===== src/rtl/pipe_ctrl.sv =====
// Pipeline sequencer: jump flush, load-use bubble and multi-cycle EXE hold with watchdog.
// Latency: all controls decode combinationally from state, counter and current inputs.
module pipe_ctrl #(
    parameter int FLUSH_CYCLES = 2,
    parameter int MAX_WAIT     = 40
) (
    input  logic       clk,
    input  logic       rst,
    input  logic       exe_valid,
    input  logic       jmp_en,
    input  logic       mdu_start,
    input  logic       mdu_done,
    input  logic       exe_is_load,
    input  logic [4:0] exe_rd,
    input  logic       id_valid,
    input  logic [4:0] id_rs1,
    input  logic [4:0] id_rs2,
    input  logic       id_use_rs1,
    input  logic       id_use_rs2,
    output logic       stall_pc,
    output logic       stall_ifid,
    output logic       stall_idexe,
    output logic       bubble_idexe,
    output logic       clr,
    output logic       mdu_timeout,
    output logic       busy
);

    typedef enum logic [1:0] {RUN, FLUSH, MULTI} state_t;

    localparam logic [7:0] FLUSH_LAST = 8'(FLUSH_CYCLES - 1);
    localparam logic [7:0] WAIT_LAST  = 8'(MAX_WAIT);

    state_t     state, state_nxt;
    logic [7:0] cnt, cnt_nxt;
    logic       j, m, lu;

    assign j  = exe_valid & jmp_en;
    assign m  = exe_valid & mdu_start;
    assign lu = exe_valid & exe_is_load & (exe_rd != 5'd0) & id_valid &
                ((id_use_rs1 & (id_rs1 == exe_rd)) | (id_use_rs2 & (id_rs2 == exe_rd)));

    always_ff @(posedge clk or negedge rst) begin
        if (!rst) begin
            state <= RUN;
            cnt   <= 8'd0;
        end else begin
            state <= state_nxt;
            cnt   <= cnt_nxt;
        end
    end

    always_comb begin
        state_nxt    = state;
        cnt_nxt      = cnt;
        stall_pc     = 1'b0;
        stall_ifid   = 1'b0;
        stall_idexe  = 1'b0;
        bubble_idexe = 1'b0;
        clr          = 1'b0;
        mdu_timeout  = 1'b0;
        busy         = (state != RUN);
        case (state)
            RUN: begin
                if (j) begin
                    clr = 1'b1;
                    if (FLUSH_CYCLES > 1) begin
                        state_nxt = FLUSH;
                        cnt_nxt   = 8'd1;
                    end
                end else if (m) begin
                    stall_pc    = 1'b1;
                    stall_ifid  = 1'b1;
                    stall_idexe = 1'b1;
                    state_nxt   = MULTI;
                    cnt_nxt     = 8'd1;
                end else if (lu) begin
                    stall_pc     = 1'b1;
                    stall_ifid   = 1'b1;
                    bubble_idexe = 1'b1;
                end
            end
            FLUSH: begin
                clr = 1'b1;
                if (j) begin
                    cnt_nxt = 8'd1;
                end else if (cnt == FLUSH_LAST) begin
                    state_nxt = RUN;
                end else begin
                    cnt_nxt = cnt + 8'd1;
                end
            end
            MULTI: begin
                // EXE is frozen here, so jumps and load-use hazards are not live.
                if (mdu_done) begin
                    state_nxt = RUN;
                end else if (cnt == WAIT_LAST) begin
                    mdu_timeout = 1'b1;
                    state_nxt   = RUN;
                end else begin
                    stall_pc    = 1'b1;
                    stall_ifid  = 1'b1;
                    stall_idexe = 1'b1;
                    cnt_nxt     = cnt + 8'd1;
                end
            end
            default: state_nxt = RUN;
        endcase
        if (!rst) begin
            stall_pc     = 1'b0;
            stall_ifid   = 1'b0;
            stall_idexe  = 1'b0;
            bubble_idexe = 1'b0;
            clr          = 1'b0;
            mdu_timeout  = 1'b0;
            busy         = 1'b0;
        end
    end

endmodule


===== config.mk =====
export PLATFORM = sky130hd
export DESIGN_NAME = pipe_ctrl
export DESIGN_NICKNAME = d
export VERILOG_FILES = /design/src/rtl/pipe_ctrl.sv
export SDC_FILE = /design/constraint.sdc
export NUM_CORES = 1
export LEC_CHECK = 0
export BUFFER_PORTS_ARGS = -buffer_cell sky130_fd_sc_hd__buf_2
export CAP_MARGIN = 5
export CORE_MARGIN = 1.5
export CORE_UTILIZATION = 45
export DETAILED_ROUTE_END_ITERATION = 8
export PLACE_DENSITY = 0.86
export SKIP_LAST_GASP = 1
export SLEW_MARGIN = 40
export SYNTH_ARGS = -nofsm -noshare
export SYNTH_HDL_FRONTEND = slang
export SYNTH_SLANG_ARGS = --single-unit

===== constraint.sdc =====
create_clock -name clk -period 1.95 [get_ports clk]
set_input_delay 0 -clock clk [delete_from_list [all_inputs] [get_ports clk]]
set_output_delay 0 -clock clk [all_outputs]
set_load 0.005 [all_outputs]

==> impl_metrics.env <==
export IMPL_grt_antenna_before_repair=0
export IMPL_cp_arrival_ns=2.12
export IMPL_post_route_drc_count=0
export IMPL_syn_area_per_cell_um2=8.602
export IMPL_crit_type="register to register"
export IMPL_cts_sinks=10
export IMPL_synth_area_top_cells="dfrtp_1 (26%), ha_1 (9.1%), xor2_1 (7.3%)"
export IMPL_setup_slack_ns=0.01849
export IMPL_synth_commonest_cells="dfrtp_1 (10), nand2_1 (8), nor2_1 (8), xor2_1 (8)"
export IMPL_diodes=0
export IMPL_core_region_area_um2=1982
export IMPL_grt_pass1_wl_um=4381
export IMPL_post_route_min_period_ns=1.932
export IMPL_max_slew_margin=0.7685
export IMPL_powerDensity_nw_per_um2=997.7
export IMPL_drive_above_1_share=0.3510
export IMPL_async_reset_ff_frac=1.000
export IMPL_grt_pass1_vias=977
export IMPL_ys_flop_type="dfrtp_1"
export IMPL_synth_area_um2=963.4
export IMPL_hold_slack_ns=0.08198
export IMPL_yosys_area_top_type_share=0.2597
export IMPL_cp_max_fo=8
export IMPL_grt_max_degree=14
export IMPL_clk_pin_slew_ns=0.08
export IMPL_setup_viol=0
export IMPL_hold_viol=0
export IMPL_seqCellArea_um2=251.5
export IMPL_required_ns=2.14
export IMPL_clock_latency_ns=0.27
export IMPL_die_h_um=49.27
export IMPL_fin_skew_ns=0.006538
export IMPL_rows=16
export IMPL_netlist_instances=112
export IMPL_routed_wl_um=2737
export IMPL_die_area_um2=2428
export IMPL_synth_edf_count=0
export IMPL_clk_path_buf_depth=2
export IMPL_io_pins=32
export IMPL_hp_class="input pin to register"
export IMPL_ys_ff_latch=10
export IMPL_dp_cells=171
export IMPL_synth_warnings=0
export IMPL_maxCapViolCount=0
export IMPL_root_buffer="clkbuf_4"
export IMPL_post_dp_hpwl_um=2009
export IMPL_nFillCells=184
export IMPL_drt_pass1_iter_count=4
export IMPL_num_vias=1042
export IMPL_start_util=0.4861
export IMPL_fin_cells=178
export IMPL_via_per_inst=5.854
export IMPL_ir_drop_mv=0.7938
export IMPL_nNetsFinal=184
export IMPL_fmax_mhz=517.7
export IMPL_cts_buffers=3
export IMPL_cellLeakagePower_nw=0.6161
export IMPL_htreeDepth=1
export IMPL_place_area_um2=1156
export IMPL_drv_slew=0
export IMPL_die_x_um=49.27
export IMPL_end_kind="register"
export IMPL_post_drt_wl_per_cell_um=15.38
export IMPL_globalplace_congestion=0.8973
export IMPL_fin_area_um2=1234
export IMPL_portBuffers=31
export IMPL_syn_to_final_growth_pct=28.05
export IMPL_yosysTopAreaCell="dfrtp_1"
export IMPL_dp_slack_ns=0.005951
export IMPL_multi_input_area_um2=683.2
export IMPL_synth_net_count=144
export IMPL_yosysSeqAreaShare=0.2597
export IMPL_tritoncts="yes"
export IMPL_synth_most_common_cell="dfrtp_1"
export IMPL_status="complete, no violations"
export IMPL_worst_setup_path_start_kind="register"
export IMPL_synthDistinctLibCells=36
export IMPL_grt_overflow=0
export IMPL_grt_use_total=0.2334
export IMPL_ant_nets=0
export IMPL_fin_crit_sh=0.9905
export IMPL_tightest_slew_ns=0.3472
export IMPL_drtIter0Drc=33
-- path summary, 6_finish.rpt --
check / startpoint / to / slack (ns) / depth (start not counted)
worst max-delay path: state[1] / cnt[2] / 0.02 / 8
worst min-delay path: mdu_start / state[1] / 0.08 / 3
worst max register to register: state[1] / cnt[2] / 0.02 / 8
worst min register to register: cnt[7] / cnt[7] / 0.52 / 1
max in group asynchronous: rst / cnt[0] / 1.58 / 2
min in group asynchronous: rst / cnt[2] / 0.13 / 2
-- state kept, by name, indices dropped and copies added (netlist names) --
register,count
state,2
cnt,8
-- timing repair --
action,4_1_cts,5_1_grt
hold endpoints to repair,10,0
endpoints found under the setup margin,2,9
hold buffers,1,0
gates resized for setup,1,6
pin swaps,0,1
buffers inserted,0,2
-- placed cells by master, fill, tap and decap left out, types with 4 or more instances in the layout --
master | synthesis | routed
o31ai_1 | 4 | 4
nor2_1 | 8 | 8
ha_1 | 7 | 5
nand2_1 | 8 | 8
nand2b_1 | 5 | 5
dfrtp_1 | 10 | 9
xor2_1 | 8 | 8
o21ai_0 | 7 | 7
buf_2 | 0 | 31
and3_1 | 7 | 7
nand3_1 | 5 | 5
inv_1 | 7 | 7
buf_4 | 1 | 5
-- final cells by class --
cell class	instances	share of cell area
Clock buffer	4	0.02941
Inverter	7	0.02130
Multi-Input combinational cell	93	0.5538
Sequential cell	10	0.2039
Tap cell	27	0.02738
Timing Repair Buffer	37	0.1643
-- cells by family after synthesis --
group           synth area share
compound gates            0.2325
xor+xnor                 0.09092
fa+ha+maj                0.09090
buf+inv                  0.04676
flops                     0.2597
simple gates              0.2792
-- worst max-delay path, cell delays in order, from the launching register on --
cell and delay, ns:
dfrtp_1 0.42, inv_1 0.09, ha_1 0.31, nor4bb_1 0.31
nand3_1 0.19, nand3_4 0.15, buf_4 0.14, o21ai_0 0.11
o21ai_1 0.13
-- per-stage QoR --
step	util	power (mW)	TNS (ns)
after floorplan	-	0.7397	0
after global placement	0.5833	0.9073	0
final	0.6225	1.231	0
after detailed placement	0.5833	0.9378	0
after global routing	0.6225	1.312	-0.1104
after CTS	0.6080	1.154	0
-- per-layer routing --
layer / vias up / part of all wire / track usage
li1: 487 / - / -
met3: 17 / 0.059 / 0.04601
met2: 57 / 0.50 / 0.4032
met4: 0 / 0.042 / 0.1238
met5: - / 0 / 0
met1: 481 / 0.40 / 0.2684
-- report_power, final --
| part | internal, mW | switching [mW] |
|---|---|---|
| combinational | 0.341 | 0.399 |
| sequential | 0.247 | 0.0458 |
| clock | 0.113 | 0.0853 |
| total | 0.701 | 0.530 |
No activity file was read; power rests on OpenSTA's default activity.
